<file path="src/rtl/br_resolve_upd_pkg.sv">
// Shared definitions for the branch resolve / predictor-update slice.
// Holds the default BTB index width, update-entry field widths, the
// flush-counter width and the resolve FSM state encoding.
package br_resolve_upd_pkg;

    localparam int unsigned BTB_IDX_W   = 6;
    localparam int unsigned HIT_W       = 1;
    localparam int unsigned TGT_W       = 32;
    localparam int unsigned FLUSH_CNT_W = 3;

    typedef enum logic {
        RUN   = 1'b0,
        FLUSH = 1'b1
    } state_t;

    // Width of one queued BTB training entry: {hitted, idx, target}.
    function automatic int unsigned entry_w(input int unsigned idx_w);
        return HIT_W + idx_w + TGT_W;
    endfunction

endpackage

</file>
<file path="src/rtl/br_resolve_upd_if.sv">
// Bus between the EX pipe / BTB write port and br_resolve_upd.
//   master : pipe + BTB side (drives EX slot fields and upd_ready)
//   slave  : br_resolve_upd (drives redirect, BTB write fields, counters)
interface br_resolve_upd_if
    import br_resolve_upd_pkg::*;
#(
    parameter int unsigned IDX_W = BTB_IDX_W
);
    logic                 ex_valid;
    logic                 ex_is_br;
    logic [31:0]          ex_pc;
    logic                 ex_pred_taken;
    logic [31:0]          ex_pred_target;
    logic                 ex_taken;
    logic [31:0]          ex_target;
    logic                 upd_ready;

    logic                 redirect;
    logic [31:0]          redirect_pc;
    logic                 bp_we;
    logic [IDX_W-1:0]     bp_pc_low;
    logic                 bp_hitted;
    logic [31:0]          bp_wtarget;
    logic [IDX_W-1:0]     bp_hit_addr;
    logic [31:0]          br_cnt;
    logic [31:0]          mis_cnt;
    logic [15:0]          drop_cnt;

    modport master (
        output ex_valid, ex_is_br, ex_pc, ex_pred_taken, ex_pred_target,
               ex_taken, ex_target, upd_ready,
        input  redirect, redirect_pc, bp_we, bp_pc_low, bp_hitted,
               bp_wtarget, bp_hit_addr, br_cnt, mis_cnt, drop_cnt
    );

    modport slave (
        input  ex_valid, ex_is_br, ex_pc, ex_pred_taken, ex_pred_target,
               ex_taken, ex_target, upd_ready,
        output redirect, redirect_pc, bp_we, bp_pc_low, bp_hitted,
               bp_wtarget, bp_hit_addr, br_cnt, mis_cnt, drop_cnt
    );

endinterface

</file>
<file path="src/rtl/br_resolve_upd_upd_fifo.sv">
// Synchronous FIFO for BTB training entries.
// Ports: clk, rst_n, push/din (write), pop (read), dout (head entry),
// full, empty. A push on a full FIFO is accepted only when a pop
// happens in the same cycle; otherwise it is ignored by the FIFO.
module upd_fifo #(
    parameter int unsigned WIDTH = 39,
    parameter int unsigned DEPTH = 4
) (
    input  logic             clk,
    input  logic             rst_n,
    input  logic             push,
    input  logic [WIDTH-1:0] din,
    input  logic             pop,
    output logic [WIDTH-1:0] dout,
    output logic             full,
    output logic             empty
);

    localparam int unsigned AW = $clog2(DEPTH);

    logic [AW:0]      wr_ptr;
    logic [AW:0]      rd_ptr;
    logic [WIDTH-1:0] mem [DEPTH];
    logic             wr_en;
    logic             rd_en;

    // Extra pointer MSB separates full (MSBs differ) from empty (equal).
    assign empty = (wr_ptr == rd_ptr);
    assign full  = (wr_ptr[AW] != rd_ptr[AW]) && (wr_ptr[AW-1:0] == rd_ptr[AW-1:0]);
    assign wr_en = push && (!full || pop);
    assign rd_en = pop && !empty;
    assign dout  = mem[rd_ptr[AW-1:0]];

    // Pointer update
    always_ff @(posedge clk or negedge rst_n) begin
        if (!rst_n) begin
            wr_ptr <= '0;
            rd_ptr <= '0;
        end else begin
            if (wr_en) wr_ptr <= wr_ptr + (AW+1)'(1);
            if (rd_en) rd_ptr <= rd_ptr + (AW+1)'(1);
        end
    end

    // Storage; contents are don't-care while empty
    always_ff @(posedge clk) begin
        if (wr_en) mem[wr_ptr[AW-1:0]] <= din;
    end

endmodule

</file>
<file path="src/rtl/br_resolve_upd.sv">
// Execute-stage branch resolution and BTB/2-bit predictor update.
// Ports: clk, rst_n (async, active-low), bus (slave modport):
//   EX slot inputs ex_* and upd_ready; registered redirect/redirect_pc;
//   BTB write fields bp_* driven from the update-queue head; counters
//   br_cnt, mis_cnt, drop_cnt.
module br_resolve_upd
    import br_resolve_upd_pkg::*;
#(
    parameter int unsigned IDX_W      = BTB_IDX_W,
    parameter int unsigned FIFO_DEPTH = 4,
    parameter int unsigned FLUSH_CYC  = 2
) (
    input logic         clk,
    input logic         rst_n,
    br_resolve_upd_if.slave bus
);

    typedef struct packed {
        logic             hitted;
        logic [IDX_W-1:0] idx;
        logic [TGT_W-1:0] target;
    } upd_entry_t;

    localparam int unsigned ENTRY_W = entry_w(IDX_W);

    state_t                 state;
    state_t                 state_nxt;
    logic [FLUSH_CNT_W-1:0] flush_cnt;
    logic [FLUSH_CNT_W-1:0] flush_cnt_nxt;

    logic       res;
    logic       act_taken;
    logic       mispred;
    logic       pop;
    logic       full;
    logic       empty;
    logic       drop;
    upd_entry_t push_entry;
    upd_entry_t head_raw;
    upd_entry_t head;

    logic        redirect;
    logic [31:0] redirect_pc;
    logic [31:0] br_cnt;
    logic [31:0] mis_cnt;
    logic [15:0] drop_cnt;

    // Resolve compare; a predicted-taken non-branch resolves as not taken
    assign res       = bus.ex_valid && (state == RUN) && (bus.ex_is_br || bus.ex_pred_taken);
    assign act_taken = bus.ex_taken && bus.ex_is_br;
    assign mispred   = res && ((bus.ex_pred_taken != act_taken) ||
                               (bus.ex_pred_taken && act_taken &&
                                (bus.ex_pred_target != bus.ex_target)));

    // Queue control: push+pop on a full queue is accepted, not dropped
    assign pop        = !empty && bus.upd_ready;
    assign drop       = res && full && !pop;
    assign push_entry = {act_taken, bus.ex_pc[IDX_W+1:2], bus.ex_target};

    upd_fifo #(
        .WIDTH (ENTRY_W),
        .DEPTH (FIFO_DEPTH)
    ) u_upd_fifo (
        .clk   (clk),
        .rst_n (rst_n),
        .push  (res),
        .din   (push_entry),
        .pop   (pop),
        .dout  (head_raw),
        .full  (full),
        .empty (empty)
    );

    // BTB write port follows the head entry, zeroed while empty
    assign head            = empty ? '0 : head_raw;
    assign bus.bp_we       = pop;
    assign bus.bp_pc_low   = head.idx;
    assign bus.bp_hit_addr = head.idx;
    assign bus.bp_hitted   = head.hitted;
    assign bus.bp_wtarget  = head.target;

    assign bus.redirect    = redirect;
    assign bus.redirect_pc = redirect_pc;
    assign bus.br_cnt      = br_cnt;
    assign bus.mis_cnt     = mis_cnt;
    assign bus.drop_cnt    = drop_cnt;

    // Squash FSM next state; last squashed cycle is the one taking cnt 1->0
    always_comb begin
        state_nxt     = state;
        flush_cnt_nxt = flush_cnt;
        case (state)
            RUN: begin
                if (mispred) begin
                    state_nxt     = FLUSH;
                    flush_cnt_nxt = FLUSH_CNT_W'(FLUSH_CYC);
                end
            end
            FLUSH: begin
                flush_cnt_nxt = flush_cnt - FLUSH_CNT_W'(1);
                if (flush_cnt == FLUSH_CNT_W'(1)) state_nxt = RUN;
            end
            default: begin
                state_nxt     = RUN;
                flush_cnt_nxt = '0;
            end
        endcase
    end

    // State register
    always_ff @(posedge clk or negedge rst_n) begin
        if (!rst_n) begin
            state     <= RUN;
            flush_cnt <= '0;
        end else begin
            state     <= state_nxt;
            flush_cnt <= flush_cnt_nxt;
        end
    end

    // Redirect pulse and statistics counters
    always_ff @(posedge clk or negedge rst_n) begin
        if (!rst_n) begin
            redirect    <= 1'b0;
            redirect_pc <= '0;
            br_cnt      <= '0;
            mis_cnt     <= '0;
            drop_cnt    <= '0;
        end else begin
            redirect <= mispred;
            if (mispred) redirect_pc <= act_taken ? bus.ex_target : bus.ex_pc + 32'd4;
            if (res && bus.ex_is_br) br_cnt <= br_cnt + 32'd1;
            if (mispred) mis_cnt <= mis_cnt + 32'd1;
            if (drop && (drop_cnt != 16'hFFFF)) drop_cnt <= drop_cnt + 16'd1;
        end
    end

endmodule

</file>
<file path="src/flat_wrapper.sv">
// flat-port wrapper written by rule: the top's interface ports become plain ports
module br_resolve_upd_flat import br_resolve_upd_pkg::*;
#(
    parameter int unsigned IDX_W      = BTB_IDX_W,
    parameter int unsigned FIFO_DEPTH = 4,
    parameter int unsigned FLUSH_CYC  = 2
)
  (clk, rst_n, bus_ex_valid, bus_ex_is_br, bus_ex_pc, bus_ex_pred_taken, bus_ex_pred_target, bus_ex_taken, bus_ex_target, bus_upd_ready, bus_redirect, bus_redirect_pc, bus_bp_we, bus_bp_pc_low, bus_bp_hitted, bus_bp_wtarget, bus_bp_hit_addr, bus_br_cnt, bus_mis_cnt, bus_drop_cnt);
  br_resolve_upd_if #(.IDX_W(IDX_W)) bus_i ();
  input logic clk;
  input logic rst_n;
  input wire logic [$bits(bus_i.ex_valid)-1:0] bus_ex_valid;
  input wire logic [$bits(bus_i.ex_is_br)-1:0] bus_ex_is_br;
  input wire logic [$bits(bus_i.ex_pc)-1:0] bus_ex_pc;
  input wire logic [$bits(bus_i.ex_pred_taken)-1:0] bus_ex_pred_taken;
  input wire logic [$bits(bus_i.ex_pred_target)-1:0] bus_ex_pred_target;
  input wire logic [$bits(bus_i.ex_taken)-1:0] bus_ex_taken;
  input wire logic [$bits(bus_i.ex_target)-1:0] bus_ex_target;
  input wire logic [$bits(bus_i.upd_ready)-1:0] bus_upd_ready;
  output wire logic [$bits(bus_i.redirect)-1:0] bus_redirect;
  output wire logic [$bits(bus_i.redirect_pc)-1:0] bus_redirect_pc;
  output wire logic [$bits(bus_i.bp_we)-1:0] bus_bp_we;
  output wire logic [$bits(bus_i.bp_pc_low)-1:0] bus_bp_pc_low;
  output wire logic [$bits(bus_i.bp_hitted)-1:0] bus_bp_hitted;
  output wire logic [$bits(bus_i.bp_wtarget)-1:0] bus_bp_wtarget;
  output wire logic [$bits(bus_i.bp_hit_addr)-1:0] bus_bp_hit_addr;
  output wire logic [$bits(bus_i.br_cnt)-1:0] bus_br_cnt;
  output wire logic [$bits(bus_i.mis_cnt)-1:0] bus_mis_cnt;
  output wire logic [$bits(bus_i.drop_cnt)-1:0] bus_drop_cnt;
  assign bus_i.ex_valid = bus_ex_valid;
  assign bus_i.ex_is_br = bus_ex_is_br;
  assign bus_i.ex_pc = bus_ex_pc;
  assign bus_i.ex_pred_taken = bus_ex_pred_taken;
  assign bus_i.ex_pred_target = bus_ex_pred_target;
  assign bus_i.ex_taken = bus_ex_taken;
  assign bus_i.ex_target = bus_ex_target;
  assign bus_i.upd_ready = bus_upd_ready;
  assign bus_redirect = bus_i.redirect;
  assign bus_redirect_pc = bus_i.redirect_pc;
  assign bus_bp_we = bus_i.bp_we;
  assign bus_bp_pc_low = bus_i.bp_pc_low;
  assign bus_bp_hitted = bus_i.bp_hitted;
  assign bus_bp_wtarget = bus_i.bp_wtarget;
  assign bus_bp_hit_addr = bus_i.bp_hit_addr;
  assign bus_br_cnt = bus_i.br_cnt;
  assign bus_mis_cnt = bus_i.mis_cnt;
  assign bus_drop_cnt = bus_i.drop_cnt;
  br_resolve_upd #(.IDX_W(IDX_W), .FIFO_DEPTH(FIFO_DEPTH), .FLUSH_CYC(FLUSH_CYC)) u_core (.clk(clk), .rst_n(rst_n), .bus(bus_i));
endmodule
</file>
<file path="config.mk">
export PLATFORM = sky130hd
export DESIGN_NAME = br_resolve_upd_flat
export DESIGN_NICKNAME = d
export VERILOG_FILES = /design/src/rtl/br_resolve_upd_pkg.sv /design/src/rtl/br_resolve_upd_if.sv /design/src/rtl/br_resolve_upd_upd_fifo.sv /design/src/rtl/br_resolve_upd.sv /design/src/flat_wrapper.sv
export SDC_FILE = /design/constraint.sdc
export NUM_CORES = 1
export LEC_CHECK = 0
export CELL_PAD_IN_SITES_DETAIL_PLACEMENT = 1
export CELL_PAD_IN_SITES_GLOBAL_PLACEMENT = 1
export CORE_ASPECT_RATIO = 0.8
export CORE_UTILIZATION = 30
export CTS_CLUSTER_SIZE = 28
export DETAILED_ROUTE_END_ITERATION = 10
export GPL_TIMING_DRIVEN = 0
export PLACE_DENSITY = 0.57
export SETUP_SLACK_MARGIN = 0.4
export SYNTH_ARGS = -nofsm -noshare
export SYNTH_HDL_FRONTEND = slang
export SYNTH_SLANG_ARGS = --single-unit
</file>
<file path="constraint.sdc">
create_clock -name clk -period 6.7 [get_ports clk]
set_input_delay 2.01 -clock clk [delete_from_list [all_inputs] [get_ports clk]]
set_output_delay 2.01 -clock clk [all_outputs]
set_load 0.1 [all_outputs]
</file>
Yosys cells after proc, flatten, opt, wreduce, memory -nomap -nowiden
Memory sizes are Yosys's and may differ from the RTL's.
Index checks and enable logic that the tools add are counted.
{"block": "classes", "add_sub_neg": 7, "eq_ne": 8, "n_mux": 9, "bitwise_logic": 1, "reduce_logical": 20}
{"op": "adder 32 x 1 -> 32 bit, second input constant", "n": 2}
{"op": "two-way mux 39 bit", "n": 1}
{"op": "adder 32 x 3 -> 32 bit, second input constant", "n": 1}
{"op": "two-way mux 32 bit", "n": 1}
{"op": "inequality test 32 bit", "n": 1}
{"op": "adder 16 x 1 -> 16 bit, second input constant", "n": 1}
{"op": "inequality test 16 bit, second input constant", "n": 1}
{"op": "logical AND 1 bit", "n": 14}
{"op": "adder 3 x 1 -> 3 bit, second input constant", "n": 2}
{"op": "case mux 3 bit (2 select lines)", "n": 1}
{"op": "two-way mux 1 bit", "n": 4}
{"op": "== test 3 x 1 -> 1 bit, second input constant", "n": 1}
{"op": "== test 3 bit", "n": 1}
{"op": "logical NOT 1 bit", "n": 3}
{"op": "logical OR 1 bit", "n": 3}
{"op": "two-way mux 3 bit", "n": 1}
{"op": "subtractor 3 x 1 -> 3 bit, second input constant", "n": 1}
{"op": "== test 2 bit", "n": 1}
{"op": "inequality test 1 bit", "n": 2}
{"op": "inequality test 2 x 1 -> 1 bit, second input constant", "n": 1}
{"op": "case mux 1 bit (2 select lines)", "n": 1}
{"op": "inverter 1 bit", "n": 1}
{"block": "word_totals", "register_bits": 123, "ramBits": 156, "input_bits": 103, "out_inout_bits": 159, "elab_cells": 55, "memories": 1}
{"memory": "u_core.u_upd_fifo.mem", "depth": 4, "word_bits": 39, "read_ports": 1, "rd_ports_with_merged_regs": 0, "write_ports": 1, "line_no": "br_resolve_upd_upd_fifo.sv:23", "text": "logic [WIDTH-1:0] mem [DEPTH];"}

Logic depth before layout (Yosys ltp)
{"block": "depth", "word_depth": 7, "ltp_mapped": 8, "mapped_depth_nobuf": 7}

By module
From an unflattened synthesis, not the netlist that was laid out.
{"block": "unflattened", "hier_cells": 936, "hier_area_um2": 13015.0}
{"module": "br_resolve_upd", "instances": 1, "cells_each": 685, "area_each_um2": 6939.2}
{"module": "upd_fifo", "instances": 1, "cells_each": 251, "area_each_um2": 6075.8}

Least setup slack after synthesis
OpenSTA, ideal clock, no wires.
{"block": "synth_timing", "kind": "input-to-output", "startpoint": "in bus_upd_ready", "endpoint": "out bus_bp_we", "arrival_ns": 3.473, "required_ns": 4.690, "path_slack_ns": 1.217, "cell_stages": 1, "n_path_buf": 0, "cell_sequence": "nor2b_1"}
{"block": "synth_via", "elab_chain_len": 1}
{"item": "start: declaration", "line_no": "flat_wrapper.sv:19", "text": "input wire logic [$bits(bus_i.upd_ready)-1:0] bus_upd_ready;"}
{"item": "logical AND 1 bit", "line_no": "br_resolve_upd.sv:56", "text": "assign pop = !empty && bus.upd_ready;"}
{"item": "end: declaration", "line_no": "flat_wrapper.sv:22", "text": "output wire logic [$bits(bus_i.bp_we)-1:0] bus_bp_we;"}
No other way between the ends.

Final worst setup path
Ends and elaborated chain as after synthesis.

==> impl_metrics.yaml <==
floorplanning:
  die_x_um: 233
  start_util_pct: 30.5
  die_h_um: 187
  die_area_mm2: 0.0437
  core_area_mm2: 0.0421
  std_cell_rows: 67
  ios: 262
clocking:
  post_cts_buffers: 0
  postCtsResizedCells: 6
  htree_levels: 1
  clk_latency_ns: 0.58
  cts_root_buf: "clkbuf_16"
  hold_buffers: 0
  cts_tree: "built"
  cts_buffer_depth: 3
  cts_buffers: 31
  cts.reportedPaths.clkPinSlew_ns: 0.06
  cts_sinks: 279
setup_path:
  ff2ff_path_depth: 5
  cp_max_fo: 4
  cp-start-kind: "primary input"
  critPathRequiredTime_ns: 4.69
  arrival_ns: 4.19
  path_class: "primary input to output pin"
  endpoint_kind: "output pin"
sta:
  slew_violations: 0
  setup_viol_count_final: 0
  max-slew-margin-rel_pct: 22.9
  clock.fmax_mhz: 161
  hold_viol: 0
  period_needed_ns: 6.20
  skew_ns: 0.0239
  fin_crit_sh_pct: 92.6
  finalSetupTns_ns: 0
  grt_setup_unrepaired: "false"
  worst_pin_slew_ns: 1.15
synthesis:
  seq_area_frac_synth_pct: 60.4
  ys_warn_count: 0
  yosysUniqueCellTypes: 47
  syn_avg_cell_area_um2: 14.2
  ys_top_cells_by_area: "edfxtp_1 36%, dfrtp_1 24%, mux4_2 6.8%"
  synth-seq-cells: 279
  synth_top_cell_by_area: "edfxtp_1"
  syn_inst: 907
  syn_nets: 1022
  synth_edf_count: 156
  synthArstFlopShare_pct: 44.1
  synth_flop_cell: "edfxtp_1"
  syn_area_mm2: 0.0128
  yosysTopAreaCellShare_pct: 36.5
placement:
  port_buffers: 261
  hpwl_um: 28000
  gp_congestion: 0.775
  dp_cells: 1725
  placed_area_mm2: 0.0163
final_layout:
  nNetsFinal: 1321
  drive_gt1_share_pct: 13.9
  syn_to_final_growth_pct: 34.7
  n_fill_cell: 4373
  finalCoreUtilization_pct: 41.1
  final_cells: 1784
  stdcell_area_mm2: 0.0173
routing:
  drtIter0Drc: 504
  wl_per_cell_um: 21.7
  dr.pass1.iters: 9
  drc: 60
  drt.antenna.violating_nets: 0
  routed_wl_um: 38700
  via_count: 8492
  via_per_inst: 4.76
global_routing:
  grt_pass1_wl_um: 59100
  grt_max_degree: 85
  grt_antenna_before_repair: 4
  globalRouteTotalUtil_pct: 17.9
  grt_pass1_vias: 9245
  grt-ovfl-total: 0
pwr:
  ir_worst_vdd_mv: 0.338
  powerDensity_mw_per_mm2: 531
  finalPower_mw: 9.19
  p_leak_nw: 6.49
status:
  violations: "design-rule violations"
  outcome: "finished, violations left"
worst_hold_path:
  hold_class: "flop to flop"
  worstHoldPathCells: 1
flow_run:
  cap_violations: 0
area by class of cell:
class                           instances  area (um2)  share of cell area, %
Timing Repair Buffer                  266        2740                   15.8
Antenna cell                            3        7.51                 0.0434
Multi-Input combinational cell        565        4790                   27.7
Inverter                               21        78.8                  0.456
Tap cell                              552         691                   3.99
Clock inverter                         11         134                  0.774
Sequential cell                       279        7760                   44.9
Clock buffer                           45         878                   5.08
Buffer                                 42         216                   1.25
worst paths after layout:
path,startpoint,endpoint,slack (ns)
setup / recovery,bus_upd_ready,bus_bp_we,0.50
setup reg to reg,u_core.state$_DFF_PN0_,u_core.u_upd_fifo.mem[0][22]$_DFFE_PP_,4.22
min in group asynchronous,rst_n,u_core.bus.br_cnt[9]$_DFFE_PN0P_,1.35
hold / removal,u_core.bus.mis_cnt[17]$_DFFE_PN0P_,u_core.bus.mis_cnt[17]$_DFFE_PN0P_,0.49
max in group asynchronous,rst_n,u_core.bus.redirect_pc[1]$_DFFE_PN0P_,4.54
hold reg to reg,u_core.bus.mis_cnt[17]$_DFFE_PN0P_,u_core.bus.mis_cnt[17]$_DFFE_PN0P_,0.49
critical path, cell delays in order:
cell	delay (ns)
clkdlybuf4s50_1	0.51
nor2b_1	0.44
clkdlybuf4s50_1	1.23
synthesized netlist by cell type, drive strengths merged (21+ instances only):
cell type / instances
nor2: 52
a21oi: 32
xor2: 77
inv: 21
mux4: 39
nand2: 44
mux2: 39
clkbuf: 24
nor2b: 43
nand3: 40
edfxtp: 156
xnor2: 66
dfrtp: 123
where the power goes:
part	internal (mW)	total, mW	switching [mW]
logic	1.31	5.19	3.89
clock network	0.989	1.71	0.721
registers	2.11	2.29	0.179
total	4.41	9.19	4.79
metal layers:
layer	routed length (um)	track usage, %	vias to the layer above
li1	-	-	3918
met1	17900	25.8	4325
met2	17600	28.0	196
met3	2450	3.51	49
met4	731	3.77	4
met5	23	0	-
state kept, by name, summed over array words and instances, names as in the netlist:
register,cells
u_core.state,1
u_core.bus.br_cnt,32
u_core.bus.redirect,1
u_core.u_upd_fifo.rd_ptr,3
u_core.bus.mis_cnt,32
u_core.u_upd_fifo.wr_ptr,3
u_core.flush_cnt,3
u_core.u_upd_fifo.mem,156
u_core.bus.redirect_pc,32
u_core.bus.drop_cnt,16
kinds of logic (layout without fill, tap and decap cells):
logic type,Yosys count,after routing,synth area share (%)
buffers and inverters,63,385,2.30
AOI/OAI and AO/OA,70,70,4.18
xor gates and xnor gates,143,143,9.75
and+or+nand+nor,262,262,11.1
adders and majority gates,12,12,1.17
other,0,3,0
DFF,279,279,60.4
muxes,78,78,11.0
through the flow:
step                setup slack, ns  hold WS (ns)
floorplan                      1.22         0.462
global placement              -2.14         0.470
detailed placement            0.521         0.484
CTS                           0.463         0.496
global route                  0.434         0.507
finish                        0.497         0.487
placed cells by master, fill, tap and decap left out, types with 15 or more instances in the layout:
master and count:
nand2_1 43, clkbuf_16 31, mux2_4 27, edfxtp_1 156, nand3_1 39, a21oi_1 32
xnor2_1 66, nand4_1 18, clkdlybuf4s50_1 244, nor2_1 52, inv_1 21, nor2b_1 43
clkbuf_1 33, mux4_2 39, dfrtp_1 123, xor2_1 77, a211oi_1 15
Power figures use the tool's default switching activity.
